==> src/rtl/ps2_key_encoder_pkg.sv <==
// Shared constants, FSM state encoding and key event record for the PS/2 set-2 encoder.
// Imported by the encoder top and by its optional event FIFO.
package ps2_key_pkg;

   localparam logic [7:0] SC_EXT         = 8'hE0;
   localparam logic [7:0] SC_REL         = 8'hF0;
   localparam logic [7:0] SC_PAUSE       = 8'hE1;
   localparam logic [7:0] PAUSE_CODE     = 8'h77;
   localparam int         PAUSE_LEN      = 7;
   localparam int         EVT_FIFO_DEPTH = 4;

   typedef enum logic [2:0] {
      ST_IDLE,
      ST_EXT,
      ST_REL,
      ST_EXT_REL,
      ST_PAUSE
   } state_t;

   typedef struct packed {
      logic       pressed;
      logic       ext;
      logic [7:0] code;
   } key_evt_t;

   function automatic logic is_prefix(input logic [7:0] b);
      return (b == SC_EXT) || (b == SC_REL) || (b == SC_PAUSE);
   endfunction

endpackage

==> src/rtl/ps2_key_encoder_if.sv <==
// Byte-stream input handshake plus toggle-format key event outputs of the encoder.
// The encoder takes the slave modport; the byte source / consumer side takes master.
interface ps2_key_encoder_if;

   logic [7:0]  byte_data;
   logic        byte_valid;
   logic        byte_ready;
   logic [10:0] ps2_key;
   logic        key_strobe;
   logic        seq_error;

   modport master (
      output byte_data, byte_valid,
      input  byte_ready, ps2_key, key_strobe, seq_error
   );

   modport slave (
      input  byte_data, byte_valid,
      output byte_ready, ps2_key, key_strobe, seq_error
   );

endinterface

==> src/rtl/ps2_key_encoder_evt_fifo.sv <==
// Small synchronous FIFO for parsed key events; zero-latency head, push accepted on full when popping.
// Only used when PS2_KEY_ENCODER_FIFO_EN is defined.
module ps2_evt_fifo
   import ps2_key_pkg::*;
#(
   parameter int DEPTH = EVT_FIFO_DEPTH,
   parameter int W     = 10
) (
   input  logic         clk,
   input  logic         rst,
   input  logic         push_i,
   input  logic [W-1:0] din_i,
   input  logic         pop_i,
   output logic [W-1:0] dout_o,
   output logic         full_o,
   output logic         empty_o
);

   localparam int AW = (DEPTH < 2) ? 1 : $clog2(DEPTH);

   logic [W-1:0]  mem_q [DEPTH];
   logic [AW-1:0] wr_q, rd_q;
   logic [AW:0]   cnt_q;
   logic          do_push, do_pop;

   assign full_o  = (cnt_q == (AW+1)'(DEPTH));
   assign empty_o = (cnt_q == '0);
   assign do_pop  = pop_i && !empty_o;
   assign do_push = push_i && (!full_o || do_pop);
   assign dout_o  = mem_q[rd_q];

   always_ff @(posedge clk) begin
      if (do_push) mem_q[wr_q] <= din_i;
   end

   always_ff @(posedge clk or posedge rst) begin
      if (rst) begin
         wr_q  <= '0;
         rd_q  <= '0;
         cnt_q <= '0;
      end else begin
         if (do_push) wr_q <= wr_q + 1'b1;
         if (do_pop)  rd_q <= rd_q + 1'b1;
         case ({do_push, do_pop})
            2'b10:   cnt_q <= cnt_q + 1'b1;
            2'b01:   cnt_q <= cnt_q - 1'b1;
            default: cnt_q <= cnt_q;
         endcase
      end
   end

endmodule

==> src/rtl/ps2_key_encoder.sv <==
// PS/2 set-2 byte stream to 11-bit toggle key event bus with E0/F0/E1 parsing and event holdoff.
// Define PS2_KEY_ENCODER_FIFO_EN to buffer events in a 4-entry FIFO instead of stalling on holdoff.
module ps2_key_encoder
   import ps2_key_pkg::*;
#(
   parameter int HOLDOFF = 16
) (
   input  logic clk_sys,
   input  logic reset,
   ps2_key_encoder_if.slave bus
);

   localparam int              HW      = (HOLDOFF < 1) ? 1 : $clog2(HOLDOFF + 1);
   localparam logic [HW-1:0]   HOLD_LD = HW'(HOLDOFF);

   state_t        state_q, state_d;
   logic [2:0]    pause_q, pause_d;
   logic [HW-1:0] hold_q;
   logic [10:0]   key_q;
   logic          strobe_q, err_q;

   logic          ready_w, acc, evt_vld, err_d, emit;
   key_evt_t      evt, emit_evt;

   assign acc = bus.byte_valid && ready_w;

   always_comb begin
      state_d     = state_q;
      pause_d     = pause_q;
      evt_vld     = 1'b0;
      err_d       = 1'b0;
      evt.pressed = 1'b1;
      evt.ext     = 1'b0;
      evt.code    = bus.byte_data;
      if (acc) begin
         unique case (state_q)
            ST_IDLE: begin
               if (bus.byte_data == SC_EXT)        state_d = ST_EXT;
               else if (bus.byte_data == SC_REL)   state_d = ST_REL;
               else if (bus.byte_data == SC_PAUSE) begin
                  state_d = ST_PAUSE;
                  pause_d = 3'(PAUSE_LEN);
               end else evt_vld = 1'b1;
            end
            ST_EXT: begin
               if (bus.byte_data == SC_REL) state_d = ST_EXT_REL;
               else if (bus.byte_data == SC_EXT) err_d = 1'b1;
               else if (bus.byte_data == SC_PAUSE) begin
                  err_d   = 1'b1;
                  state_d = ST_IDLE;
               end else begin
                  evt_vld = 1'b1;
                  evt.ext = 1'b1;
                  state_d = ST_IDLE;
               end
            end
            ST_REL, ST_EXT_REL: begin
               state_d = ST_IDLE;
               if (is_prefix(bus.byte_data)) err_d = 1'b1;
               else begin
                  evt_vld     = 1'b1;
                  evt.pressed = 1'b0;
                  evt.ext     = (state_q == ST_EXT_REL);
               end
            end
            ST_PAUSE: begin
               // Byte content is irrelevant inside the pause sequence; only its length matters.
               pause_d = pause_q - 1'b1;
               if (pause_q == 3'd1) begin
                  evt_vld  = 1'b1;
                  evt.ext  = 1'b1;
                  evt.code = PAUSE_CODE;
                  state_d  = ST_IDLE;
               end
            end
            default: state_d = ST_IDLE;
         endcase
      end
   end

`ifdef PS2_KEY_ENCODER_FIFO_EN
   key_evt_t head;
   logic     fifo_full, fifo_empty;

   ps2_evt_fifo #(.DEPTH(EVT_FIFO_DEPTH), .W(10)) u_evt_fifo (
      .clk     (clk_sys),
      .rst     (reset),
      .push_i  (evt_vld),
      .din_i   (evt),
      .pop_i   (emit),
      .dout_o  (head),
      .full_o  (fifo_full),
      .empty_o (fifo_empty)
   );

   assign ready_w  = !fifo_full;
   assign emit     = (hold_q == '0) && !fifo_empty;
   assign emit_evt = head;
`else
   // Without buffering, every byte (prefixes too) waits out the holdoff, so an event can always emit.
   assign ready_w  = (hold_q == '0);
   assign emit     = evt_vld;
   assign emit_evt = evt;
`endif

   always_ff @(posedge clk_sys or posedge reset) begin
      if (reset) begin
         state_q  <= ST_IDLE;
         pause_q  <= '0;
         hold_q   <= '0;
         key_q    <= '0;
         strobe_q <= 1'b0;
         err_q    <= 1'b0;
      end else begin
         state_q  <= state_d;
         pause_q  <= pause_d;
         strobe_q <= emit;
         err_q    <= err_d;
         if (emit) key_q <= {~key_q[10], emit_evt};
         if (emit)                hold_q <= HOLD_LD;
         else if (hold_q != '0)   hold_q <= hold_q - 1'b1;
      end
   end

   assign bus.byte_ready = ready_w;
   assign bus.ps2_key    = key_q;
   assign bus.key_strobe = strobe_q;
   assign bus.seq_error  = err_q;

endmodule

==> src/flat_wrapper.sv <==
// flat-port wrapper written by rule: the top's interface ports become plain ports
module ps2_key_encoder_flat import ps2_key_pkg::*;
#(
   parameter int HOLDOFF = 16
)
  (clk_sys, reset, bus_byte_data, bus_byte_valid, bus_byte_ready, bus_ps2_key, bus_key_strobe, bus_seq_error);
  ps2_key_encoder_if bus_i ();
  input  logic clk_sys;
  input  logic reset;
  input wire logic [$bits(bus_i.byte_data)-1:0] bus_byte_data;
  input wire logic [$bits(bus_i.byte_valid)-1:0] bus_byte_valid;
  output wire logic [$bits(bus_i.byte_ready)-1:0] bus_byte_ready;
  output wire logic [$bits(bus_i.ps2_key)-1:0] bus_ps2_key;
  output wire logic [$bits(bus_i.key_strobe)-1:0] bus_key_strobe;
  output wire logic [$bits(bus_i.seq_error)-1:0] bus_seq_error;
  assign bus_i.byte_data = bus_byte_data;
  assign bus_i.byte_valid = bus_byte_valid;
  assign bus_byte_ready = bus_i.byte_ready;
  assign bus_ps2_key = bus_i.ps2_key;
  assign bus_key_strobe = bus_i.key_strobe;
  assign bus_seq_error = bus_i.seq_error;
  ps2_key_encoder #(.HOLDOFF(HOLDOFF)) u_core (.clk_sys(clk_sys), .reset(reset), .bus(bus_i));
endmodule
==> config.mk <==
export PLATFORM = sky130hd
export DESIGN_NAME = ps2_key_encoder_flat
export DESIGN_NICKNAME = d
export VERILOG_FILES = /design/src/rtl/ps2_key_encoder_pkg.sv /design/src/rtl/ps2_key_encoder_if.sv /design/src/rtl/ps2_key_encoder_evt_fifo.sv /design/src/rtl/ps2_key_encoder.sv /design/src/flat_wrapper.sv
export SDC_FILE = /design/constraint.sdc
export NUM_CORES = 1
export LEC_CHECK = 0
export ABC_CLOCK_PERIOD_IN_PS = 3850
export BUFFER_PORTS_ARGS = -buffer_cell sky130_fd_sc_hd__buf_2
export CORE_MARGIN = 2
export CORE_UTILIZATION = 50
export DETAILED_ROUTE_END_ITERATION = 8
export PLACE_DENSITY = 0.77
export SETUP_SLACK_MARGIN = 0.5
export SLEW_MARGIN = 20
export SYNTH_ARGS = -nofsm -noshare
export SYNTH_HDL_FRONTEND = slang
export SYNTH_SLANG_ARGS = --single-unit
==> constraint.sdc <==
create_clock -name clk_sys -period 3.85 [get_ports clk_sys]
set_input_delay 0.5775 -clock clk_sys [delete_from_list [all_inputs] [get_ports clk_sys]]
set_output_delay 0.5775 -clock clk_sys [all_outputs]
set_load 0.02 [all_outputs]
# Word-level counts from Yosys, hierarchy flattened
# Index checks and enable logic that the tools add are counted.
[word_totals] wordCells=68 ff_bits=24
[op_classes] n_eq_ne=14 n_reduce_logical=11 addsub=2 n_bitwise=1 n_mux=34
[op_table] operator="$mux 3" count=9
[op_table] operator="$eq 8x8->1 const B" count=3
[op_table] operator="$mux 1" count=14
[op_table] operator="$mux 10" count=1
[op_table] operator="$mux 5" count=2
[op_table] operator="$mux 9" count=1
[op_table] operator="$pmux 3 s3" count=1
[op_table] operator="$mux 8" count=1
[op_table] operator="$eq 3x1->1 const B" count=2
[op_table] operator="$eq 3x2->1 const B" count=2
[op_table] operator="$pmux 3 s2" count=1
[op_table] operator="$logic_not 5->1" count=1
[op_table] operator="$reduce_and 5->1" count=1
[op_table] operator="$reduce_bool 5->1" count=1
[op_table] operator="$sub 5x1->5 const B" count=1
[op_table] operator="$ne 2x1->1 const B" count=2
[op_table] operator="$ne 2x2->1 const B" count=2
[op_table] operator="$ne 4x1->1 const B" count=1
[op_table] operator="$pmux 1 s4" count=1
[op_table] operator="$reduce_and 4->1" count=1
[op_table] operator="$reduce_bool 2->1" count=2
[op_table] operator="$eq 3x3->1 const B" count=1
[op_table] operator="$logic_not 3->1" count=1
[op_table] operator="$ne 3x2->1 const B" count=1
[op_table] operator="other kinds (8)" count=9

# Longest topological paths before layout
# Gate-level depths: netlist of run 1.
[logic_depth] ltp_word=7 ltp_mapped=9 depth_no_buf=7

# Worst setup path before layout of run 1
# Ideal clock, no wire load.
[synth_timing] path_kind="register to register" from="register u_core.hold_q[0]" to="register u_core.pause_q[2]" required_ns=3.727 synth_period_minus_slack_ns=2.112 path_buffers=1 path_slack_ns=1.738 path_stages_with_launch=9 arrival_time_ns=1.989 cell_sequence="dfrtp_1 -> inv_1 -> ha_1 -> or4b_1 -> buf_2 -> inv_2 -> nand2_2 -> or3_1 -> o221a_2"
[synth_via] elab_chain_cells=3
[synth_rtl] element="start, declared" line_no="ps2_key_encoder.sv:18" source="logic [HW-1:0] hold_q;"
[synth_rtl] element="start signal, assigned" line_no="ps2_key_encoder.sv:121" source="else if (hold_q != '0) hold_q <= hold_q - 1'b1;"
[synth_rtl] element="$logic_not 5->1" line_no="ps2_key_encoder.sv:101" source="assign ready_w = (hold_q == '0);"
[synth_rtl] element="via bus_byte_ready" line_no="flat_wrapper.sv:12" source="output wire logic [$bits(bus_i.byte_ready)-1:0] bus_byte_ready;"
[synth_rtl] element="$logic_and 1x1->1" line_no="ps2_key_encoder.sv:25" source="assign acc = bus.byte_valid && ready_w;"
[synth_rtl] element="$reduce_and 5->1 (no source line)"
[synth_rtl] element="end signal, assigned" line_no="ps2_key_encoder.sv:116" source="pause_q <= pause_d;"
[synth_rtl] element="end, declared" line_no="ps2_key_encoder.sv:17" source="logic [2:0] pause_q, pause_d;"
# The timed path passes the listed nets, and every way through them passes these cells.
# A chain may end at the register's enable or synchronous reset.

# Final worst setup path of run 1
[layout_timing] from="register u_core.hold_q[0]" to="output port bus_byte_ready"
[layout_via] elab_chain_cells=1
[layout_rtl] element="$logic_not 5->1" line_no="ps2_key_encoder.sv:101"
[layout_rtl] element="end, declared" line_no="flat_wrapper.sv:12"
# No other way between the ends.

==> metrics.md, run 1 <==
| Metric | Value |
|---|---|
| Outcome | finished, final reports clean |
| Vias in the first global route | 831 |
| CP top delay family | simple AND/OR/NAND/NOR gates |
| IO Port Bufs | 24 |
| Placed Area | between 1000 and 1500 sq um |
| Leakage Power | between 0.6 and 0.7 nW |
| Top cells by count, synth | 24 x dfrtp_1, 9 x inv_1, 8 x nor2_1 |
| Share of the synthesized area in the top cell type | 0.510 |
| Worst skew pair latency | between 300 and 400 ps |
| Crit path kind | flip-flop to primary output |
| Final wirelength | 2290 um |
| Sequential share of the synthesized area | 0.510 |
| Hold_buf cts | 0 |
| Crit path buffers/inverters | 3 |
| Global placement routability congestion | about 0.78 |
| Distinct cells, synth | 41 |
| Most used routing layer | met2 |
| Initial Util | 0.533 |
| DRC | 0 |
| Synth Instances | just over 100 |
| Wire per inst | approximately 15 um |
| CP peak stage delay | just over 600 ps |
| Vias/cell | 5.63 |
| Row Count | 17 |
| Core Region | around 2200 sq um |
| Syn_area_per_cell | 11.7 sq um |
| Sw power | 329 uW |
| H-Tree Depth | 1 |
| Chip height | about 53 um |
| Setup violators final | 0 |
| Endpoint class of the critical path | primary output |
| Post-Syn Nets | 115 |
| TritonCTS buffer count | 3 |
| Pre-antenna DRT Iters | 4 |
| Yosys top cell by area | dfrtp_1 |
| Antenna Cells | 0 |
| Ys flop type | dfrtp_1 |
| RSZ-0062 raised after global routing | no |
| Critical path startpoint category | flip-flop |
| Initial DRC Count | 28 |
| GRT Residual Overflow | 0 |
| Synth-to-Final Area Change | 14.9% |
| Ratio of cells with drive above 1 in the final layout | 0.360 |
| Total GRT Usage | 0.184 |
| Worst Path Required | about 3300 ps |
| Hpwl dp | around 1700 um |
| First-pass GRT wire length | 3730 um |
| Met1 GRT Util | 0.250 |
| Fin nets | between 100 and 150 |
| Routed Antenna Nets | 0 |
| Final cycle utilization of the critical path | 0.666 |
| Root Driver | clkbuf_4 |
| Num Clock Sinks | 24 |
| Final worst path period need | 2560 ps |
| Clock Path Buffers | 2 |
| Switching Share | 0.358 |
| Clock share of power | 0.198 |
| Fin Setup TNS | 0 ps |
| Largest net degree at the start of global routing | 25 |
| Die width | around 53 um |
| Mapped cell area | about 1200 sq um |
| Met2 global-route usage | 0.298 |
| I/O pin count | 25 |
| Slew @ Worst Pin | 914 ps |
| CP arrival | 1990 ps |
| Pwr per Cell Area | 678 nW/um^2 |
| Critical-path top delay cell | or4b_1 |
| Crit path max fanout | 8 |
| Grt met3 use | 0.0257 |
| Fin. max-slew vios | 0 |
| Die area | 2760 sq um |
| Worst slew margin | 0.390 |
| Pint | roughly 590 uW |
| Comb pwr share | 0.359 |
| HP Class | input pin to asynchronous set/reset pin |
| CP cell instances | inv_1 > ha_1 > or4b_1 > inv_2 > buf_2 |
| Post_cts resized | 0 |
| Fmax | between 0.3 and 0.4 GHz |
| Syn. warnings | 0 |
| Hold Violations, Final | 0 |
| Vias | approximately 860 |
| Tot Pwr | approximately 920 uW |
| Top post-synthesis cells by area | dfrtp_1 51%, o22a_2 4.2%, ha_1 3.2% |
| Asr flop ratio synth | 1.00 |
| Most common cell in the netlist | dfrtp_1 |
| Max-cap violations | 0 |
| Post-synth EDFFs | 0 |
| CTS tree | built |
| Post-CTS setup buffers | 0 |
| Clock transition at path regs | about 130 ps |
| Number of synthesized register bits | 24 |
| Post-route cell area | between 1000 and 1500 sq um |
| Maximum VDD drop | approximately 0.40 mV |
| Clk_skew | just under 4 ps |
| Seq pwr share | 0.443 |
| Initial antenna violation count | 0 |
-- logic make-up after synthesis --
logic type | count (synthesis) | share of synthesized area
flip-flops | 24 | 0.510
AO/OA/AOI/OAI | 25 | 0.223
buffers and inverters | 14 | 0.0594
AND/OR/NAND/NOR | 31 | 0.137
adder cells (fa/ha/maj) | 3 | 0.0319
multiplexers | 2 | 0.0180
XOR/XNOR | 2 | 0.0212
-- power by group through the flow --
stage	sequential, mW	clock, mW	combinational [mW]
2_1_floorplan	0.471	0	0.170
3_3_place_gp	0.405	0	0.322
3_5_place_dp	0.413	0	0.333
4_1_cts	0.407	0.186	0.334
5_1_grt	0.419	0.196	0.362
6_report	0.406	0.182	0.329
-- final cells by class --
cell class | instances | area (sq um)
inverters | 10 | 37.5
fillers | 201 | 858
clock inverters | 1 | 30.0
repair buffers | 24 | 120
well taps | 28 | 35.0
multi-input cells | 63 | 508
clock buffers | 3 | 22.5
flip-flops and latches | 24 | 601
-- per-layer routing --
layer / vias up / wire length (um) / part of all wire
met5: - / 0 / 0
met1: 425 / 1040 / 0.45
met3: 4 / 69 / 0.030
met4: 0 / 24 / 0.010
met2: 19 / 1150 / 0.50
li1: 413 / - / -
-- state kept, by name (all words and copies together) (netlist names) --
| name | count |
|---|---|
| u_core.pause_q | 3 |
| u_core.state_q | 3 |
| u_core.bus.ps2_key | 11 |
| u_core.bus.key_strobe | 1 |
| u_core.hold_q | 5 |
| u_core.bus.seq_error | 1 |
-- final timing paths --
check / slack, ps / end / from / cells after the start
min in group clk_sys: 480 / u_core.bus.ps2_key[7] / bus_byte_data[7] / 2
setup reg to reg: 1330 / u_core.bus.ps2_key[5] / u_core.hold_q[0] / 7
hold / removal: 440 / u_core.bus.key_strobe / reset / 2
max in group asynchronous: 2850 / u_core.hold_q[3] / reset / 2
hold reg to reg: 510 / u_core.bus.ps2_key[2] / u_core.bus.ps2_key[2] / 1
setup / recovery: 1290 / bus_byte_ready / u_core.hold_q[0] / 5
-- cells in the final DEF, fill, tap and decap left out, drive strengths merged, types with 2 or more instances in the layout --
master,instances
buf,24
inv,10
o22a,7
a211oi,2
a2111o,2
or3,2
o2bb2ai,2
o21a,2
nand2,7
o31ai,3
nand3,3
ha,3
nor2,8
clkbuf,3
dfrtp,24
nor3,3
-- through the flow --
step                      setup slack (ps)  cells  hold WS (ps)  utilization
after floorplan                       1740    101           449            -
after global placement                1480    149           469        0.588
after detailed placement              1370    149           479        0.588
after CTS                             1280    153           468        0.612
after global routing                  1200    153           479        0.612
final                                 1290    153           438        0.612
(Power assumes the default switching activity.)
==> run 2, diff against run 1 <==
ABC_CLOCK_PERIOD_IN_PS = 2100   (was 3850)
CORE_UTILIZATION = 47   (was 50)
PLACE_DENSITY = 0.76   (was 0.77)
clock period = 2.1 ns   (was 3.85 ns; I/O delays follow)
==> metrics.md, run 2 (synthesis gave the netlist of run 1 again) <==
| Metric | Value |
|---|---|
| Outcome | finished, violations left |
| Failing checks | setup timing |
| Max-cap violations | 0 |
| Pre-antenna DRT Iters | 4 |
| CP arrival | about 1800 ps |
| I/O pin count | 25 |
| Fin. max-slew vios | 0 |
| Critical path startpoint category | flip-flop |
| Total GRT Usage | 0.226 |
| Die width | 54.1 um |
| Vias/cell | 5.47 |
| Worst slew margin | 0.716 |
| CP peak stage delay | ~500 ps |
| Inst Count DP | ~170 |
| Placed Area | ~1400 sq um |
| Setup violators final | 1 |
| Global placement routability congestion | a little over 0.8 |
| Largest net degree at the start of global routing | 24 |
| CP top delay family | simple AND/OR/NAND/NOR gates |
| Hold Violations, Final | 0 |
| Finished Layout Cells | between 150 and 200 |
| Commonest non-fill, non-tap cells in the layout | 24 x dfrtp_1, 23 x buf_2, 14 x buf_4, 9 x buf_6 |
| Most used routing layer | met2 |
| Vias in the first global route | 1020 |
| Die area | 2920 sq um |
| First-pass GRT wire length | roughly 4500 um |
| RSZ-0062 raised after global routing | yes |
| Critical-path top delay cell | or4b_4 |
| TritonCTS buffer count | 3 |
| GRT Residual Overflow | 0 |
| Ratio of cells with drive above 1 in the final layout | 0.547 |
| H-Tree Depth | 1 |
| DRC | 0 |
| Most common cell after layout, fill and taps aside | dfrtp_1 |
| Slew @ Worst Pin | between 400 and 500 ps |
| Post-route cell area | 1690 sq um |
| Fin nets | 163 |
| HP Class | input pin to flip-flop |
| Row Count | 18 |
| Antenna Cells | 0 |
| Wire per inst | about 17 um |
| Chip height | 54.1 um |
| Fin Setup TNS | -4.61 ps |
| Root Driver | clkbuf_4 |
| Crit path kind | flip-flop to primary output |
| Final cycle utilization of the critical path | 1.00 |
| Initial DRC Count | 13 |
| Synth-to-Final Area Change | 43.4% |
| Worst Path Required | around 1800 ps |
| Worst skew pair latency | between 300 and 400 ps |
| Clk_skew | around 6.5 ps |
| Met1 GRT Util | 0.258 |
| IO Port Bufs | 24 |
| Maximum VDD drop | between 1 and 1.5 mV |
| Final wirelength | between 2000 and 3000 um |
| Core Region | 2430 sq um |
| R2R Setup Slk | -5 ps |
| Grt met3 use | 0.0333 |
| Leakage Power | ~0.77 nW |
| Clock Path Buffers | 2 |
| Clock transition at path regs | ~130 ps |
| Filler instances | 174 |
| Endpoint class of the critical path | primary output |
| Most common cell type on the critical path | buf_6 |
| Pwr per Cell Area | between 1000 and 1500 nW/um^2 |
| Worst setup margin | -4.61 ps |
| Fmax | roughly 0.48 GHz |
| Initial Util | 0.485 |
| CTS tree | built |
| Crit path buffers/inverters | 5 |
| Crit path max fanout | 3 |
| Routed Antenna Nets | 0 |
| Num Clock Sinks | 24 |
| Largest register FFs | 11 |
| Final worst path period need | 2100 ps |
| Vias | approximately 970 |
| CP cell instances | inv_2 > ha_4 > or4b_4 > inv_4 > buf_6 > buf_6 > buf_6 |
| Met2 global-route usage | 0.388 |
| Initial antenna violation count | 0 |
## run 2: cell count changes in the layout (fill, tap and decap cells not counted), sizes merged
cell,before,now
dlygate4sd3,0,1
buf,24,46
## run 2: layer usage
layer,up-vias,routed length [um]
met5,-,0
met4,0,144
met3,15,90
met2,28,1540
met1,473,1170
li1,458,-
## run 2: cell type report
cell class	instances	area, sq um	area share
Clock buffer	3	22.5	0.0133
Multi-Input combinational cell	63	628	0.372
Timing Repair Buffer	47	332	0.196
Clock inverter	1	30.0	0.0178
Inverter	10	40.0	0.0237
Sequential cell	24	601	0.355
Tap cell	30	37.5	0.0222
## run 2: path summary, 6_finish.rpt
kind                             startpoint                      to  depth (start not counted)
min in group asynchronous             reset  u_core.bus.ps2_key[10]                          3
hold / removal             bus_byte_data[7]   u_core.bus.ps2_key[7]                          2
setup / recovery           u_core.hold_q[0]          bus_byte_ready                          7
max in group asynchronous             reset       u_core.pause_q[1]                          4
setup reg to reg           u_core.hold_q[0]  u_core.bus.ps2_key[10]                          8
hold reg to reg            u_core.hold_q[4]        u_core.hold_q[4]                          1
## run 2: what timing repair did
action	CTS	global route
endpoints found under the setup margin	24	24
hold buffers	1	0
gates cloned	0	0
pin swaps	10	3
resized for setup	25	7
buffers inserted	5	1
hold endpoints to repair	1	0
## run 2: through the flow
step | utilization | setup slack, ps | hold WS (ps) | power (mW)
2_1_floorplan | - | 30.2 | 330 | 1.18
3_3_place_gp | 0.586 | -92.7 | 158 | 1.46
3_5_place_dp | 0.586 | -204 | 161 | 1.50
4_1_cts | 0.673 | -1.25 | 204 | 1.97
5_1_grt | 0.695 | -69.5 | 198 | 2.12
6_report | 0.695 | -4.61 | 199 | 1.99
## run 2: where the power goes
| part | leakage [nW] | internal (mW) | total [mW] | switching [mW] |
|---|---|---|---|---|
| Clock | 0.0279 | 0.193 | 0.336 | 0.143 |
| Sequential | 0.285 | 0.626 | 0.744 | 0.118 |
| Combinational | 0.455 | 0.461 | 0.908 | 0.447 |
